`src/rtl/hazard_stall_ctrl_pkg.sv`:
```
// Shared constants, types and helpers for the pipeline hazard controller.
package hazard_stall_ctrl_pkg;

  // Primary opcodes (insn[31:27])
  localparam logic [4:0] RTYPE = 5'b00000;
  localparam logic [4:0] J     = 5'b00001;
  localparam logic [4:0] BNE   = 5'b00010;
  localparam logic [4:0] JAL   = 5'b00011;
  localparam logic [4:0] JR    = 5'b00100;
  localparam logic [4:0] ADDI  = 5'b00101;
  localparam logic [4:0] BLT   = 5'b00110;
  localparam logic [4:0] SW    = 5'b00111;
  localparam logic [4:0] LW    = 5'b01000;
  localparam logic [4:0] SETX  = 5'b10101;
  localparam logic [4:0] BEX   = 5'b10110;

  // R-type ALU ops (insn[6:2]) handled by the multdiv unit
  localparam logic [4:0] MUL = 5'b00110;
  localparam logic [4:0] DIV = 5'b00111;

  // Architectural registers with fixed roles
  localparam logic [4:0] R0  = 5'd0;
  localparam logic [4:0] R30 = 5'd30;
  localparam logic [4:0] R31 = 5'd31;

  // ALU operand source selects
  localparam logic [1:0] BYP_RF = 2'b00;
  localparam logic [1:0] BYP_XM = 2'b01;
  localparam logic [1:0] BYP_MW = 2'b10;

  // Multdiv sequencing states
  typedef enum logic [1:0] {
    IDLE     = 2'b00,
    MD_START = 2'b01,
    MD_BUSY  = 2'b10,
    MD_DONE  = 2'b11
  } md_state_t;

  // Register usage of one pipeline latch
  typedef struct packed {
    logic [4:0] dest;
    logic       dest_valid;
    logic [4:0] src_a;
    logic       src_a_valid;
    logic [4:0] src_b;
    logic       src_b_valid;
    logic       is_lw;
    logic       is_md;
    logic       is_div;
  } insn_regs_t;

  // True when a valid source reads the register a valid writer produces; $r0 never matches
  function automatic logic reg_match(input logic [4:0] src, input logic src_valid,
                                     input logic [4:0] dst, input logic dst_valid);
    return src_valid && dst_valid && (src != R0) && (src == dst);
  endfunction

endpackage

```
`src/rtl/hazard_stall_ctrl_insn_regs_decode.sv`:
```
// Extracts destination/source registers and multi-cycle flags from one instruction word.
module insn_regs_decode
  import hazard_stall_ctrl_pkg::*;
(
  input  logic [31:0] insn,
  output logic [4:0]  dest,
  output logic        dest_valid,
  output logic [4:0]  src_a,
  output logic        src_a_valid,
  output logic [4:0]  src_b,
  output logic        src_b_valid,
  output logic        is_lw,
  output logic        is_md,
  output logic        is_div
);

  logic [4:0] opcode_s;
  logic [4:0] alu_op_s;
  logic [4:0] rd_s;
  logic [4:0] rs_s;
  logic [4:0] rt_s;
  logic       unused_s;

  assign opcode_s = insn[31:27];
  assign rd_s     = insn[26:22];
  assign rs_s     = insn[21:17];
  assign rt_s     = insn[16:12];
  assign alu_op_s = insn[6:2];
  assign unused_s = ^{insn[11:7], insn[1:0]};

  // Classify the instruction into its register reads, register write and multdiv use
  always_comb begin
    dest        = R0;
    dest_valid  = 1'b0;
    src_a       = R0;
    src_a_valid = 1'b0;
    src_b       = R0;
    src_b_valid = 1'b0;
    is_lw       = 1'b0;
    is_md       = 1'b0;
    is_div      = 1'b0;
    case (opcode_s)
      RTYPE: begin
        dest        = rd_s;
        dest_valid  = (insn != 32'h0000_0000);  // all-zero word is a nop
        src_a       = rs_s;
        src_a_valid = 1'b1;
        src_b       = rt_s;
        src_b_valid = 1'b1;
        is_md       = (alu_op_s == MUL) || (alu_op_s == DIV);
        is_div      = (alu_op_s == DIV);
      end
      ADDI: begin
        dest        = rd_s;
        dest_valid  = 1'b1;
        src_a       = rs_s;
        src_a_valid = 1'b1;
      end
      LW: begin
        dest        = rd_s;
        dest_valid  = 1'b1;
        src_a       = rs_s;
        src_a_valid = 1'b1;
        is_lw       = 1'b1;
      end
      SW, BNE, BLT: begin
        src_a       = rs_s;
        src_a_valid = 1'b1;
        src_b       = rd_s;
        src_b_valid = 1'b1;
      end
      JR: begin
        src_b       = rd_s;
        src_b_valid = 1'b1;
      end
      BEX: begin
        src_b       = R30;
        src_b_valid = 1'b1;
      end
      JAL: begin
        dest        = R31;
        dest_valid  = 1'b1;
      end
      SETX: begin
        dest        = R30;
        dest_valid  = 1'b1;
      end
      default: begin
        dest_valid  = 1'b0;  // j and unknown opcodes touch no registers
      end
    endcase
  end

endmodule

```
`src/rtl/hazard_stall_ctrl.sv`:
```
// Pipeline hazard controller: stalls, squashes, operand bypass, multdiv sequencing and perf counters.
module hazard_stall_ctrl
  import hazard_stall_ctrl_pkg::*;
#(
  parameter int MD_MAX_CYCLES = 40,
  parameter int CNT_W         = 32
) (
  input  logic             clock,
  input  logic             reset,
  input  logic [31:0]      fd_insn,
  input  logic [31:0]      dx_insn,
  input  logic [31:0]      xm_insn,
  input  logic [31:0]      mw_insn,
  input  logic             branch_taken,
  input  logic             md_ready,
  input  logic             md_exception,
  output logic             stall_fd,
  output logic             stall_dx,
  output logic             squash_fd,
  output logic             squash_dx,
  output logic             ctrl_mult,
  output logic             ctrl_div,
  output logic             md_sel,
  output logic             md_err,
  output logic [1:0]       bypA_sel,
  output logic [1:0]       bypB_sel,
  output logic [CNT_W-1:0] stall_count,
  output logic [CNT_W-1:0] flush_count
);

  localparam int MD_CNT_W = $clog2(MD_MAX_CYCLES + 1);
  localparam int STG_FD   = 0;
  localparam int STG_DX   = 1;
  localparam int STG_XM   = 2;
  localparam int STG_MW   = 3;

  logic [31:0]        insn_s [4];
  insn_regs_t         dec_s  [4];

  md_state_t          state_r;
  md_state_t          state_nxt_s;
  logic [MD_CNT_W-1:0] md_cnt_r;
  logic               md_err_r;
  logic               ctrl_mult_r;
  logic               ctrl_div_r;
  logic [CNT_W-1:0]   stall_cnt_r;
  logic [CNT_W-1:0]   flush_cnt_r;

  logic               load_use_s;
  logic               md_go_s;
  logic               md_timeout_s;
  logic               md_hold_s;
  logic               md_sel_s;
  logic               stall_fd_s;
  logic               unused_s;

  assign insn_s[STG_FD] = fd_insn;
  assign insn_s[STG_DX] = dx_insn;
  assign insn_s[STG_XM] = xm_insn;
  assign insn_s[STG_MW] = mw_insn;

  for (genvar g = 0; g < 4; g++) begin : g_dec
    insn_regs_decode u_dec (
      .insn        (insn_s[g]),
      .dest        (dec_s[g].dest),
      .dest_valid  (dec_s[g].dest_valid),
      .src_a       (dec_s[g].src_a),
      .src_a_valid (dec_s[g].src_a_valid),
      .src_b       (dec_s[g].src_b),
      .src_b_valid (dec_s[g].src_b_valid),
      .is_lw       (dec_s[g].is_lw),
      .is_md       (dec_s[g].is_md),
      .is_div      (dec_s[g].is_div)
    );
  end

  // Not every stage needs every decoded field
  assign unused_s = ^{dec_s[STG_FD], dec_s[STG_XM], dec_s[STG_MW]};

  // Operand source: X/M result first (unless it is a load), then M/W writeback, else regfile
  function automatic logic [1:0] byp_sel(input logic [4:0] src, input logic src_valid,
                                         input insn_regs_t xm, input insn_regs_t mw);
    logic [1:0] sel;
    if (reg_match(src, src_valid, xm.dest, xm.dest_valid) && !xm.is_lw) begin
      sel = BYP_XM;
    end else if (reg_match(src, src_valid, mw.dest, mw.dest_valid)) begin
      sel = BYP_MW;
    end else begin
      sel = BYP_RF;
    end
    return sel;
  endfunction

  // Load-use detection, multdiv launch condition and busy timeout
  always_comb begin
    load_use_s   = dec_s[STG_DX].is_lw &&
                   (reg_match(dec_s[STG_FD].src_a, dec_s[STG_FD].src_a_valid,
                              dec_s[STG_DX].dest,  dec_s[STG_DX].dest_valid) ||
                    reg_match(dec_s[STG_FD].src_b, dec_s[STG_FD].src_b_valid,
                              dec_s[STG_DX].dest,  dec_s[STG_DX].dest_valid));
    md_go_s      = (state_r == IDLE) && dec_s[STG_DX].is_md && !branch_taken;
    md_timeout_s = (md_cnt_r == MD_CNT_W'(MD_MAX_CYCLES - 1));
  end

  // Multdiv FSM state register
  always_ff @(posedge clock) begin
    if (reset) begin
      state_r <= IDLE;
    end else begin
      state_r <= state_nxt_s;
    end
  end

  // Multdiv FSM next state; md_ready is only honoured while busy
  always_comb begin
    state_nxt_s = state_r;
    case (state_r)
      IDLE: begin
        if (md_go_s) begin
          state_nxt_s = MD_START;
        end else begin
          state_nxt_s = IDLE;
        end
      end
      MD_START: begin
        state_nxt_s = MD_BUSY;
      end
      MD_BUSY: begin
        if (md_ready || md_timeout_s) begin
          state_nxt_s = MD_DONE;
        end else begin
          state_nxt_s = MD_BUSY;
        end
      end
      MD_DONE: begin
        state_nxt_s = IDLE;
      end
      default: begin
        state_nxt_s = IDLE;
      end
    endcase
  end

  // Multdiv FSM outputs: front-end hold (including the launch cycle) and result select
  always_comb begin
    md_hold_s = 1'b0;
    md_sel_s  = 1'b0;
    case (state_r)
      IDLE: begin
        md_hold_s = md_go_s;  // keep the mul/div in D/X while it launches
      end
      MD_START, MD_BUSY: begin
        md_hold_s = 1'b1;
      end
      MD_DONE: begin
        md_sel_s  = 1'b1;
      end
      default: begin
        md_hold_s = 1'b0;
      end
    endcase
  end

  // Pipeline control outputs; a taken redirect wins over the load-use stall
  always_comb begin
    stall_fd_s  = 1'b0;
    stall_fd    = 1'b0;
    stall_dx    = 1'b0;
    squash_fd   = 1'b0;
    squash_dx   = 1'b0;
    ctrl_mult   = 1'b0;
    ctrl_div    = 1'b0;
    md_sel      = 1'b0;
    md_err      = 1'b0;
    bypA_sel    = BYP_RF;
    bypB_sel    = BYP_RF;
    stall_count = {CNT_W{1'b0}};
    flush_count = {CNT_W{1'b0}};
    if (reset) begin
      stall_fd_s = 1'b0;
    end else begin
      stall_fd_s  = md_hold_s || (load_use_s && !branch_taken);
      stall_fd    = stall_fd_s;
      stall_dx    = md_hold_s;
      squash_fd   = branch_taken;
      squash_dx   = branch_taken || load_use_s;
      ctrl_mult   = ctrl_mult_r;
      ctrl_div    = ctrl_div_r;
      md_sel      = md_sel_s;
      md_err      = md_sel_s && md_err_r;
      bypA_sel    = byp_sel(dec_s[STG_DX].src_a, dec_s[STG_DX].src_a_valid,
                            dec_s[STG_XM], dec_s[STG_MW]);
      bypB_sel    = byp_sel(dec_s[STG_DX].src_b, dec_s[STG_DX].src_b_valid,
                            dec_s[STG_XM], dec_s[STG_MW]);
      stall_count = stall_cnt_r;
      flush_count = flush_cnt_r;
    end
  end

  // Multdiv start pulses, busy cycle counter and latched error
  always_ff @(posedge clock) begin
    if (reset) begin
      ctrl_mult_r <= 1'b0;
      ctrl_div_r  <= 1'b0;
      md_cnt_r    <= {MD_CNT_W{1'b0}};
      md_err_r    <= 1'b0;
    end else begin
      ctrl_mult_r <= md_go_s && !dec_s[STG_DX].is_div;
      ctrl_div_r  <= md_go_s &&  dec_s[STG_DX].is_div;
      case (state_r)
        MD_START: begin
          md_cnt_r <= {MD_CNT_W{1'b0}};
          md_err_r <= 1'b0;
        end
        MD_BUSY: begin
          md_cnt_r <= md_cnt_r + MD_CNT_W'(1);
          if (md_ready) begin
            md_err_r <= md_exception;
          end else if (md_timeout_s) begin
            md_err_r <= 1'b1;
          end else begin
            md_err_r <= md_err_r;
          end
        end
        default: begin
          md_cnt_r <= md_cnt_r;
        end
      endcase
    end
  end

  // Saturating stall-cycle and redirect counters
  always_ff @(posedge clock) begin
    if (reset) begin
      stall_cnt_r <= {CNT_W{1'b0}};
      flush_cnt_r <= {CNT_W{1'b0}};
    end else begin
      if (stall_fd_s && (stall_cnt_r != {CNT_W{1'b1}})) begin
        stall_cnt_r <= stall_cnt_r + CNT_W'(1);
      end
      if (branch_taken && (flush_cnt_r != {CNT_W{1'b1}})) begin
        flush_cnt_r <= flush_cnt_r + CNT_W'(1);
      end
    end
  end

endmodule

```
`config.mk`:
```
export PLATFORM = sky130hd
export DESIGN_NAME = hazard_stall_ctrl
export DESIGN_NICKNAME = d
export VERILOG_FILES = /design/src/rtl/hazard_stall_ctrl_pkg.sv /design/src/rtl/hazard_stall_ctrl_insn_regs_decode.sv /design/src/rtl/hazard_stall_ctrl.sv
export SDC_FILE = /design/constraint.sdc
export NUM_CORES = 1
export LEC_CHECK = 0
export ABC_AREA = 1
export BUFFER_PORTS_ARGS = -buffer_cell sky130_fd_sc_hd__buf_4
export CAP_MARGIN = 20
export CORE_AREA = 3 3 125 103
export DETAILED_ROUTE_END_ITERATION = 8
export DIE_AREA = 0 0 128 106
export HOLD_SLACK_MARGIN = 0.1
export MAX_ROUTING_LAYER = met4
export PLACE_DENSITY = 0.77
export REMOVE_ABC_BUFFERS = 1
export SYNTH_ARGS = -nofsm -noshare
export SYNTH_HDL_FRONTEND = slang
export SYNTH_SLANG_ARGS = --single-unit
export TNS_END_PERCENT = 50
```
`constraint.sdc`:
```
create_clock -name clock -period 3.7 [get_ports clock]
set_input_delay 1.11 -clock clock [delete_from_list [all_inputs] [get_ports clock]]
set_output_delay 1.11 -clock clock [all_outputs]
set_load 0.02 [all_outputs]
```
==> qor.yml, run 1 <==
power_density_nw_per_um2: 249
dieHeight_um: 106
vias: 7603
worstSetupPathType: "in2out"
yosys.cell_count.top_type: "nand2_1"
end_kind: "output port"
synth_cell_type_count: 37
peakVddDrop_mv: 0.251
grtUsageTotal_pct: 29.4
r2r_slack_ps: 1160
initial_core_util_pct: 52.5
root_buffer: "clkbuf_16"
area_delta_synth_final_pct: 40.5
wire_per_inst_um: 13.8
holdPathEnd: "stall_cnt_r[1]"
synth_cells: 1052
finalWorstSetupSlack_ps: -151
max_freq_mhz: 260
synthesis.area_um2: 6070
grt_pass1_wl_mm: 32.7
dieWidth_um: 128
drv_slew: 0
synth_top_area_share_pct: 24.8
rows: 35
min_period_over_period_pct: 104
dpl.hpwl_mm: 15.5
worst-path-max-fanout: 4
synth_top_area_cell: "dfxtp_1"
worst_setup_path_start_kind: "input pin"
worst_clock_skew_ps: 7.30
viasPerCell: 5.30
hold_path.class: "reg2reg"
syn_avg_cell_area_um2: 5.77
wl_mm: 19.8
worstReg2RegEnd: "stall_cnt_r[29]"
first_pass_iters: 5
drt_iter0_markers: 626
r2r.worst_path.cells: 12
grt_antenna_before_repair: 0
num_antenna_cells: 0
cts_buffers: 9
io_pins: 209
die_area_um2: 13600
relSlewSlack_pct: 51.0
reg2reg_from: "state_r[0]"
max_cap_viol_count: 0
cts_tree: "built"
synthTopCellsByArea: "dfxtp_1 (25%), nand2_1 (14%), nor2_1 (12%)"
postLayoutCoreUtil_pct: 73.7
async_flop_share_pct: 0
min_period_ps: 3850
required_ps: 2590
status: "finished, violations left"
synth.top_cells.by_count: "nand2_1 (229), nor2_1 (196), inv_1 (148)"
synth_ff_type: "dfxtp_1"
violations: "setup timing"
cts_sinks: 75
synth_enable_flop_cells: 0
port_buffers: 196
holdPathStages: 2
grt_pass1_vias: 7000
layout-drive-gt1-share_pct: 25.8
gr-total-overflow: 0
hold_viol_final: 0
grt_start_max_net_pins: 65
holdBufCountCts: 0
tightest_slew_ps: 730
p_leak_nw: 3.78
rsz0062_at_grt: "yes"
synth_seq_area_share_pct: 24.8
layout.nets: 1424
synth_seq_cells: 75
worstSetupStartpoint: "dx_insn[31]"
worstPathArrival_ps: 2740
fin_area_um2: 8520
ys_warn_count: 0
hp-start: "stall_cnt_r[1]"
post_dp_cell_area_um2: 7900
htree_levels: 3
cts_max_path_buffers: 2
coreArea_um2: 11600
drc: 0
gp_congestion: 0.999
antenna_left: 0
clkLatencyLatePin_ps: 330
path_clk_slew_ps: 50
setup_violations: 6
## logic make-up (layout without fill, tap and decap cells)
logic type      after synthesis  count (layout)  share of synthesized area, %
compound gates              126             126                          11.0
buf+inv                     175             409                          11.6
flops                        75              75                          24.8
xor+xnor                     35              35                          5.05
fa+ha+maj                     9               9                          1.86
simple gates                632             632                          45.8
## placed cells by master (no fill, tap or decap), types with 4 or more instances in the layout
cell	count
nand2_4	5
nand3_1	69
nand3_2	8
clkbuf_16	9
a31oi_1	4
a21oi_2	5
dfxtp_1	75
nor3b_1	4
nor2_4	5
buf_6	8
nor3_2	5
nand4_1	35
nor4_1	28
nor3_1	43
buf_4	232
a21oi_1	70
o21ai_2	4
o21ai_0	28
ha_1	9
xor2_1	32
inv_1	141
nand2_1	208
nor2_1	192
nand2_2	22
inv_2	9
## worst max-delay path by stage
stage	slack, ps	end	cells after the start
5_1_grt	-310	bypA_sel[1]	12
3_3_place_gp	-220	bypB_sel[0]	13
4_1_cts	-100	squash_dx	15
6_report	-150	bypA_sel[1]	12
2_1_floorplan	-260	bypB_sel[0]	9
3_5_place_dp	-300	bypA_sel[0]	15
## sequential cells by signal (all words and copies together), names as in the netlist
register,cells
ctrl_div_r,1
ctrl_mult_r,1
flush_cnt_r,32
md_cnt_r,6
md_err_r,1
stall_cnt_r,32
state_r,2
## area by class of cell
cell class	instances	area [um2]
flip-flops and latches	75	1500
repair buffers	242	1870
clock buffers	13	260
fillers	1023	3040
clock inverters	2	35.0
multi-input cells	802	4100
inverters	152	577
well taps	148	185
## stage by stage
| stage | hold slack, ps | setup slack (ps) | power, W | setup TNS (ps) | std cells |
|---|---|---|---|---|---|
| 2_1_floorplan | 448 | -259 | 0.00100 | -532 | 1029 |
| 3_3_place_gp | 467 | -220 | 0.00121 | -1180 | 1413 |
| 3_5_place_dp | 475 | -302 | 0.00122 | -1430 | 1413 |
| 4_1_cts | 482 | -95.2 | 0.00212 | -334 | 1432 |
| 5_1_grt | 505 | -313 | 0.00221 | -1630 | 1434 |
| 6_report | 484 | -151 | 0.00212 | -669 | 1434 |
## repair_timing
action                     in CTS  in global routing
buffers inserted                4                  2
setup endpoints to repair       7                  7
gates resized for setup        63                 22
pin swaps                      27                 23
## worst max-delay path, cell delays in order
cell and delay (ps):
buf_4 130, nor2_1 200, nand2_2 130, o21ai_2 170, nor2_4 70, nor2_4 110
xnor2_1 90, a211oi_2 210, nand2_1 120, nor3_2 190, nor2_1 60, buf_4 150
## where the power goes
group	internal (W)	switching [W]	total, W	leakage [nW]
sequential	0.000815	0.00000687	0.000822	0.604
combinational	0.000191	0.000231	0.000423	3.03
clock	0.000555	0.000323	0.000877	0.146
total	0.00156	0.000561	0.00212	3.78
## per-layer routing
layer  track usage (%)  part of all wire [%]  vias to the layer above
li1                  -                     -                     3884
met1              41.6                    47                     3396
met2              44.8                    44                      302
met3              4.57                   7.1                       21
met4              5.45                   1.0                        0
met5                 -                     0                        -
Note: power is estimated with default switching activity, not from simulation.
==> inputs of run 2 (changes only) <==
--- a/config.mk
+++ b/config.mk
@@ -11,6 +11,7 @@
 export CORE_AREA = 3 3 125 103
 export DETAILED_ROUTE_END_ITERATION = 8
 export DIE_AREA = 0 0 128 106
+export GPL_TIMING_DRIVEN = 0
 export HOLD_SLACK_MARGIN = 0.1
 export MAX_ROUTING_LAYER = met4
 export PLACE_DENSITY = 0.77
@@ -18,4 +19,4 @@
 export SYNTH_ARGS = -nofsm -noshare
 export SYNTH_HDL_FRONTEND = slang
 export SYNTH_SLANG_ARGS = --single-unit
-export TNS_END_PERCENT = 50
+export TNS_END_PERCENT = 5
==> qor.yml, run 2 (synthesis gave the netlist of run 1 again) <==
status: "finished, violations left"
violations: "setup timing"
cts_max_path_buffers: 2  # unchanged
cts_buffers: 9  # unchanged
cts_sinks: 75  # unchanged
area_delta_synth_final_pct: 34.8
layout.nets: 1390  # -2.4%
setup_violations: 6  # unchanged
power_density_nw_per_um2: 250  # +0.32%
rsz0062_at_grt: "yes"
grt_pass1_vias: 6821  # -2.6%
drv_slew: 0  # unchanged
rows: 35  # unchanged
worstPathArrival_ps: 2830  # +90 ps
wire_per_inst_um: 13.8  # about the same
grtUsageTotal_pct: 28.9  # -0.47 points
relSlewSlack_pct: 37.5  # -13 points
root_buffer: "clkbuf_16"
grt_start_max_net_pins: 113  # +74%
max_freq_mhz: 254  # -2.2%
gp_congestion: 0.958  # -4.1%
hold_ws_ps: 482  # -2.68 ps
num_antenna_cells: 0  # unchanged
layout-drive-gt1-share_pct: 22.4  # -3.4 points
final_cell_mix: "nand2_1 (221), buf_4 (200), nor2_1 (192)"
worstSetupPathType: "in2out"
wl_mm: 19.3  # -2.2%
htree_levels: 3  # unchanged
postLayoutCoreUtil_pct: 70.7  # -3.0 points
vias: 7470  # -1.7%
grt_antenna_before_repair: 0  # unchanged
min_period_ps: 3940  # +85.1 ps
port_buffers: 196  # unchanged
end_kind: "output port"
antenna_left: 0  # unchanged
grt_pass1_wl_mm: 32.1  # -2.0%
final_common_cell: "nand2_1"
dieHeight_um: 106  # unchanged
dpl.hpwl_mm: 14.4  # -7.6%
finalWorstSetupSlack_ps: -236  # -85.1 ps
io_pins: 209  # unchanged
viasPerCell: 5.33  # +0.56%
first_pass_iters: 5  # unchanged
tightest_slew_ps: 935  # +205 ps
path_clk_slew_ps: 60  # about the same
cts_tree: "built"
min_period_over_period_pct: 106  # +2.3 points
peakVddDrop_mv: 0.203  # -19%
clkLatencyLatePin_ps: 340  # about the same
drc: 0  # unchanged
die_area_um2: 13600  # unchanged
holdBufCountCts: 0  # unchanged
initial_core_util_pct: 52.5  # unchanged
biggestRegsByFlops: "flush_cnt_r: 32 flops, stall_cnt_r: 32 flops, md_cnt_r: 6 flops"
coreArea_um2: 11600  # unchanged
p_leak_nw: 3.59  # -4.9%
hold_path.class: "reg2reg"
dieWidth_um: 128  # unchanged
drt_iter0_markers: 534  # -15%
required_ps: 2590  # about the same
hold_viol_final: 0  # unchanged
worst-path-max-fanout: 5  # +1
max_cap_viol_count: 0  # unchanged
gr-total-overflow: 0  # unchanged
worst_setup_path_start_kind: "input pin"
worst_clock_skew_ps: 10.2  # +2.90 ps
==> run 2: changes by cell type in the layout (fill, tap and decap cells not counted), sizes merged <==
| cell | previous run | this run |
|---|---|---|
| clkinvlp | 1 | 5 |
| clkinv | 1 | 3 |
| buf | 242 | 205 |
| bufinv | 1 | 0 |
| clkbuf | 13 | 10 |
| nand2 | 235 | 237 |
==> run 2: final cells by class <==
type | instances | area, um2
Multi-Input combinational cell | 804 | 4060
Fill cell | 1078 | 3390
Timing Repair Buffer | 205 | 1570
Timing Repair inverter | 1 | 5.00
Clock inverter | 6 | 41.3
Inverter | 152 | 577
Sequential cell | 75 | 1500
Clock buffer | 10 | 239
Tap cell | 148 | 185
==> run 2: stage by stage <==
step	cells	setup TNS (ps)	area (um2)	setup slack [ps]	power, W
floorplan	1029	-532	5930	-259	0.00100
global placement	1373	-20490	7590	-1380	0.00118
detailed placement	1373	-22150	7590	-1410	0.00119
CTS	1397	-721	8040	-172	0.00204
global route	1401	-1830	8170	-375	0.00213
finish	1401	-971	8170	-236	0.00204
==> run 2: timing repair <==
item,4_1_cts,5_1_grt
endpoints found under the setup margin,40,7
buffers inserted,5,4
gates cloned,3,0
resized for setup,36,24
pin swaps,7,13
==> run 2: per-layer routing <==
metal / track usage [%] / part of all wire, %
met1: 39.0 / 45
met4: 6.21 / 1.3
met3: 5.22 / 8.6
met2: 45.4 / 45
met5: - / 0
==> run 2: power breakdown <==
part | leakage [nW] | switching [W] | total (W) | internal (W)
logic | 2.86 | 0.000227 | 0.000395 | 0.000168
clock network | 0.130 | 0.000354 | 0.000825 | 0.000471
registers | 0.604 | 0.00000633 | 0.000821 | 0.000815
total | 3.59 | 0.000588 | 0.00204 | 0.00145
==> run 2: path summary, 6_finish.rpt <==
check	from	end	slack, ps	depth (start not counted)
worst min register to register	flush_cnt_r[31]	flush_cnt_r[31]	480	2
worst max-delay path	dx_insn[31]	bypA_sel[0]	-240	12
worst min-delay path	flush_cnt_r[31]	flush_cnt_r[31]	480	2
worst max register to register	stall_cnt_r[0]	stall_cnt_r[15]	840	12
==> run 2: critical path, cell delays in order <==
cell and delay (ps):
buf_4 120, inv_1 150, nand3_1 150, nand2_4 120, nor2_4 50, buf_6 120, nor2_4 140, xnor2_2 90
a211oi_2 190, nand2_1 110, nor4_2 270, buf_4 190
